`src/rtl/conversor_paralelo_serie_pkg.sv`:
```
`default_nettype none
// ============================================================================
// Module   : conversor_paralelo_serie_pkg
// Purpose  : Shared definitions for the SMSL serial-link transmitter.
//            - SMSL_WIDTH : default data word width
//            - estado_t   : FSM state encodings (IDLE/SHIFT/PARITY/DONE)
// Revision : 1.0 - initial release
// ============================================================================
package conversor_paralelo_serie_pkg;

    // Default word width for the link.
    localparam int SMSL_WIDTH = 8;

    // The encodings are fixed because the receiving side and debug tools
    // decode these state values directly.
    typedef enum logic [1:0] {
        ST_IDLE   = 2'd0,
        ST_SHIFT  = 2'd1,
        ST_PARITY = 2'd2,
        ST_DONE   = 2'd3
    } estado_t;

endpackage : conversor_paralelo_serie_pkg
`default_nettype wire

```
`src/rtl/conversor_paralelo_serie_contador.sv`:
```
`default_nettype none
// ============================================================================
// Module   : contador_bits
// Purpose  : CNT_W-bit bit counter for the serialiser. Synchronous clear has
//            priority over enable. tc flags the terminal count WIDTH-1.
// Ports    : clk  - system clock, rising edge
//            rst  - asynchronous active-high reset (count = 0)
//            clr  - synchronous clear
//            en   - count enable
//            tc   - high while count == WIDTH-1
// Revision : 1.0 - initial release
// ============================================================================
module contador_bits #(
    parameter int WIDTH = 8,
    parameter int CNT_W = 4
) (
    input  logic clk,
    input  logic rst,
    input  logic clr,
    input  logic en,
    output logic tc
);

    localparam logic [CNT_W-1:0] C_ULTIMO = CNT_W'(WIDTH - 1);

    logic [CNT_W-1:0] r_cuenta;

    always_ff @(posedge clk or posedge rst) begin
        if (rst) begin
            r_cuenta <= '0;
        end else if (clr) begin
            r_cuenta <= '0;
        end else if (en) begin
            r_cuenta <= r_cuenta + CNT_W'(1);
        end
    end

    assign tc = (r_cuenta == C_ULTIMO);

endmodule : contador_bits
`default_nettype wire

```
`src/rtl/conversor_paralelo_serie.sv`:
```
`default_nettype none
// ============================================================================
// Module   : conversor_paralelo_serie
// Purpose  : Parallel-to-serial transmitter of the SMSL link. Accepts a word
//            through a ready/valid handshake (listo/cargar) and shifts it out
//            MSB first, one bit per clock, with bit_control high on every
//            data-bit cycle as the receiver's shift enable. fin pulses for
//            one cycle after the last bit. All outputs are registered.
// Config   : SMSL_PARITY_EN - when defined, an even-parity bit follows the
//            data bits (bit_control stays high for it).
// Ports    : clk         - system clock, rising edge
//            rst         - asynchronous active-high reset
//            dato_in     - parallel word, sampled on an accepted load
//            cargar      - load request (valid)
//            listo       - idle / ready to accept
//            dato        - serial data, MSB first
//            bit_control - high while dato carries a link bit
//            fin         - one-cycle end-of-word pulse
// Revision : 1.0 - initial release
// ============================================================================
module conversor_paralelo_serie
    import conversor_paralelo_serie_pkg::*;
#(
    parameter int WIDTH = SMSL_WIDTH,
    parameter int CNT_W = 4
) (
    input  logic             clk,
    input  logic             rst,
    input  logic [WIDTH-1:0] dato_in,
    input  logic             cargar,
    output logic             listo,
    output logic             dato,
    output logic             bit_control,
    output logic             fin
);

    estado_t          r_estado;
    estado_t          w_siguiente;
    logic [WIDTH-1:0] r_shreg;
    logic             w_acepta;
    logic             w_dato_n;
    logic             w_clr;
    logic             w_en;
    logic             w_tc;
`ifdef SMSL_PARITY_EN
    logic             r_paridad;
`endif

    contador_bits #(
        .WIDTH (WIDTH),
        .CNT_W (CNT_W)
    ) u_contador (
        .clk (clk),
        .rst (rst),
        .clr (w_clr),
        .en  (w_en),
        .tc  (w_tc)
    );

    // ------------------------------------------------------------------
    // State register
    // ------------------------------------------------------------------
    always_ff @(posedge clk or posedge rst) begin
        if (rst) begin
            r_estado <= ST_IDLE;
        end else begin
            r_estado <= w_siguiente;
        end
    end

    // ------------------------------------------------------------------
    // Next state, counter control and next serial bit. The outputs are
    // registered, so everything here describes the cycle after the edge.
    // ------------------------------------------------------------------
    always_comb begin
        w_siguiente = r_estado;
        w_acepta    = 1'b0;
        w_dato_n    = 1'b0;
        w_clr       = 1'b1;
        w_en        = 1'b0;
        case (r_estado)
            ST_IDLE: begin
                if (cargar) begin
                    w_acepta    = 1'b1;
                    w_siguiente = ST_SHIFT;
                    w_dato_n    = dato_in[WIDTH-1];
                end
            end
            ST_SHIFT: begin
                // The terminal count ends the word; the counter never wraps.
                if (w_tc) begin
`ifdef SMSL_PARITY_EN
                    w_siguiente = ST_PARITY;
                    w_dato_n    = r_paridad;
`else
                    w_siguiente = ST_DONE;
`endif
                end else begin
                    w_clr    = 1'b0;
                    w_en     = 1'b1;
                    w_dato_n = r_shreg[WIDTH-1];
                end
            end
            ST_PARITY: begin
                w_siguiente = ST_DONE;
            end
            ST_DONE: begin
                w_siguiente = ST_IDLE;
            end
            default: begin
                w_siguiente = ST_IDLE;
            end
        endcase
    end

    // ------------------------------------------------------------------
    // Shift register. The MSB goes straight to dato on acceptance, so the
    // register holds the remaining bits with the next one at the top.
    // ------------------------------------------------------------------
    always_ff @(posedge clk or posedge rst) begin
        if (rst) begin
            r_shreg <= '0;
        end else if (w_acepta) begin
            r_shreg <= {dato_in[WIDTH-2:0], 1'b0};
        end else if (r_estado == ST_SHIFT) begin
            r_shreg <= {r_shreg[WIDTH-2:0], 1'b0};
        end
    end

`ifdef SMSL_PARITY_EN
    always_ff @(posedge clk or posedge rst) begin
        if (rst) begin
            r_paridad <= 1'b0;
        end else if (w_acepta) begin
            r_paridad <= ^dato_in;
        end
    end
`endif

    // ------------------------------------------------------------------
    // Registered outputs, decoded from the next state.
    // ------------------------------------------------------------------
    always_ff @(posedge clk or posedge rst) begin
        if (rst) begin
            listo       <= 1'b1;
            dato        <= 1'b0;
            bit_control <= 1'b0;
            fin         <= 1'b0;
        end else begin
            listo       <= (w_siguiente == ST_IDLE);
            dato        <= w_dato_n;
            bit_control <= (w_siguiente == ST_SHIFT) || (w_siguiente == ST_PARITY);
            fin         <= (w_siguiente == ST_DONE);
        end
    end

endmodule : conversor_paralelo_serie
`default_nettype wire
```
`config.mk`:
```
export PLATFORM = sky130hd
export DESIGN_NAME = conversor_paralelo_serie
export DESIGN_NICKNAME = d
export VERILOG_FILES = /design/src/rtl/conversor_paralelo_serie_pkg.sv /design/src/rtl/conversor_paralelo_serie_contador.sv /design/src/rtl/conversor_paralelo_serie.sv
export SDC_FILE = /design/constraint.sdc
export NUM_CORES = 1
export LEC_CHECK = 0
export BUFFER_PORTS_ARGS = -buffer_cell sky130_fd_sc_hd__buf_2
export CORE_MARGIN = 1.5
export CORE_UTILIZATION = 52
export DETAILED_ROUTE_END_ITERATION = 10
export GPL_TIMING_DRIVEN = 0
export HOLD_SLACK_MARGIN = 0.12
export PLACE_DENSITY = 0.77
export SLEW_MARGIN = 15
export SYNTH_ARGS = -nofsm -noshare
export SYNTH_HDL_FRONTEND = slang
export SYNTH_SLANG_ARGS = --single-unit
```
`constraint.sdc`:
```
create_clock -name clk -period 1.59 [get_ports clk]
set_clock_uncertainty 0.05 [all_clocks]
set_input_delay 0.0795 -clock clk [delete_from_list [all_inputs] [get_ports clk]]
set_output_delay 0.0795 -clock clk [all_outputs]
set_load 0.05 [all_outputs]
```
==> run metrics <==
pwr dens=1670 nW/µm²; clock-pin slew on the worst setup and hold paths=0.09 ns; syn nets=86; Post-synth top cells=16 x dfrtp_1, 9 x nand2_1, 7 x o21ai_1; Wirelength per Cell=12.9 µm; largest net degree at the start of global routing=18; Critical Path Source Type=register; global-route wire length before repair=2.59 mm; Post-DRT Antenna Nets=0; Area contributors post-synth=dfrtp_1 51%, ha_1 7.9%, mux2i_1 7.6%, o21ai_1 4.4%, nand2_1 4.3%; Hold Path Class=in -> async; Place WS=0.00165 ns; Yosys reg bits=17; total I/O pin count=15; clock buffer count from CTS=3; worst vdd ir=0.988 mV; most numerous cell in the Yosys netlist=dfrtp_1; Area Overhead vs Synth=30.2%; Starting Density=58.4%; GR Util All Layers=20.2%; detailed-router iteration count before antenna repair=2; H-tree Lvls=1; ANT cells=0; vias in the first global route=approximately 640; Worst EP required=1.71 ns; kind of critical path=reg -> reg; LEAKAGE=0.526 nW; EDFF count, synth=0; crit path time final=1.50 ns; PortBufs=14; Final Slew Violations=0; worst slew pin tran=0.621 ns; Die Wd=41.9 µm; Netlist Area Pre-Place=788 µm²; ys flop type=dfrtp_1; HPWL Detailed=961 µm; area leader, netlist=dfrtp_1; register area share after synthesis=a little over half; DR DRC count=0; fin crit share=94.6%; MaxCap Viol Count=0; endpoint type of the worst setup path=register; Distinct cells, synth=23; Mapped Cells=70; DIE AREA=1760 µm²; Final Wtd Congestion=0.755; design area=1030 µm²; core area=1350 µm²; initial antenna violation count=0; TritonCTS clock tree=done; worst-skew pair later-pin latency=around 0.28 ns; Synth top area share=between 50% and 60%; CTS sink cnt=17; routed vias=~590; drt total wl=1.48 mm; total grt overflow=0; status=finished clean; final setup margin=0.0854 ns; Syn. warnings=0; routed vias/inst=5.19; num rows=13; relative slew slack=around three fifths; crit path max fanout=3; final setup fails=0; Mapped Avg Cell Area=between 10 and 15 µm²; layout cells sized above 1=a little over a quarter; final hold vios=0; CP arrival=1.62 ns; area post-placement=877 µm²; Die Ht=41.9 µm; Post-synth ARST share=100%; drt first-iter violations=5; Fmax achieved=roughly 660 MHz; CTS Buffer Depth=2; Nets=116; root buf cell=clkbuf_4
## where the power goes
part           total (mW)  internal (mW)  switching, mW
logic               0.809          0.332          0.477
clock network       0.220         0.0973          0.123
registers           0.685          0.602         0.0827
## layer usage
layer / wire, µm / track usage (%) / vias to the layer above
met1: 656 / 24.1 / 281
li1: - / - / 294
met4: 44 / 12.9 / 0
met2: 749 / 33.8 / 11
met3: 24 / 3.04 / 6
met5: 0 / 0 / -
## path summary, 6_finish.rpt
| kind | startpoint | slack, ns | cells past startpoint | endpoint |
|---|---|---|---|---|
| setup / recovery | r_estado[0] | 0.09 | 6 | bit_control |
| hold / removal | rst | 0.36 | 3 | r_shreg[2] |
| setup reg to reg | r_estado[0] | 0.09 | 6 | bit_control |
| hold reg to reg | u_contador.r_cuenta[0] | 0.41 | 1 | u_contador.r_cuenta[0] |
| max in group asynchronous | rst | 0.73 | 3 | u_contador.r_cuenta[0] |
| min in group clk | u_contador.r_cuenta[0] | 0.41 | 1 | u_contador.r_cuenta[0] |
## cell usage in the layout, fill, tap and decap left out
| master | Yosys | final |
|---|---|---|
| dfstp_2 | 1 | 1 |
| ha_1 | 5 | 3 |
| a21oi_2 | 1 | 1 |
| and3_1 | 1 | 1 |
| and4b_1 | 1 | 1 |
| o21ai_1 | 7 | 7 |
| and2_1 | 2 | 2 |
| a21oi_1 | 1 | 1 |
| a32o_1 | 1 | 1 |
| and2_4 | 1 | 1 |
| o21ai_0 | 1 | 1 |
| ha_2 | 0 | 1 |
| clkbuf_1 | 0 | 1 |
| dlygate4sd3_1 | 0 | 10 |
| nand2b_1 | 1 | 1 |
| nand3_1 | 1 | 1 |
| nand2_1 | 9 | 9 |
| buf_2 | 0 | 14 |
| clkbuf_4 | 0 | 3 |
| ha_4 | 0 | 1 |
| buf_4 | 0 | 1 |
| inv_1 | 4 | 3 |
| buf_6 | 2 | 2 |
| dfrtp_1 | 16 | 16 |
| nand3b_1 | 1 | 1 |
| nor2_1 | 4 | 4 |
| inv_2 | 0 | 1 |
| xor2_1 | 2 | 2 |
| o21ai_2 | 1 | 1 |
| mux2i_1 | 6 | 6 |
| nor2b_1 | 1 | 1 |
## logic make-up (layout without fill, tap and decap cells)
family / count (synthesis) / after routing / share of synthesized area (%)
and+or+nand+nor: 22 / 22 / 14.1
DFF: 17 / 17 / 54.1
AOI/OAI and AO/OA: 12 / 12 / 9.21
muxes: 6 / 6 / 7.62
buffers and inverters: 6 / 35 / 4.76
adders and majority gates: 5 / 5 / 7.94
xor gates and xnor gates: 2 / 2 / 2.22
## final cells by class
cell class | count | area, µm²
inverters | 4 | 15.0
multi-input cells | 47 | 339
fillers | 95 | 324
repair buffers | 25 | 178
well taps | 15 | 18.8
plain buffers | 2 | 22.5
flip-flops and latches | 17 | 427
clock buffers | 4 | 26.3
## per-stage QoR
stage	total power, mW	util, %	instances	TNS, ns	hold WS, ns
6_report	1.71	76.0	114	0	0.363
2_1_floorplan	1.29	-	70	0	-0.0452
3_3_place_gp	1.41	65.0	99	0	0.137
4_1_cts	1.71	74.9	114	0	0.379
3_5_place_dp	1.45	65.0	99	0	0.138
5_1_grt	1.85	76.0	114	-0.0127	0.440
## flip-flops by register name (all words and copies together) (netlist names)
signal,flops
r_estado,2
listo,1
fin,1
dato,1
bit_control,1
u_contador.r_cuenta,4
r_shreg,7
## critical path: stages (launching register included)
cell     delay, ns
dfrtp_1       0.40
inv_1         0.14
ha_4          0.16
nor2b_1       0.14
o21ai_1       0.10
and2_1        0.15
ha_1          0.26
## timing repair
action	in CTS	in global routing
setup buffers	1	0
gates resized for setup	0	4
hold endpoints to repair	25	0
setup endpoints to repair	1	1
hold buffers	10	0
Note: power is estimated with default switching activity, not from simulation.
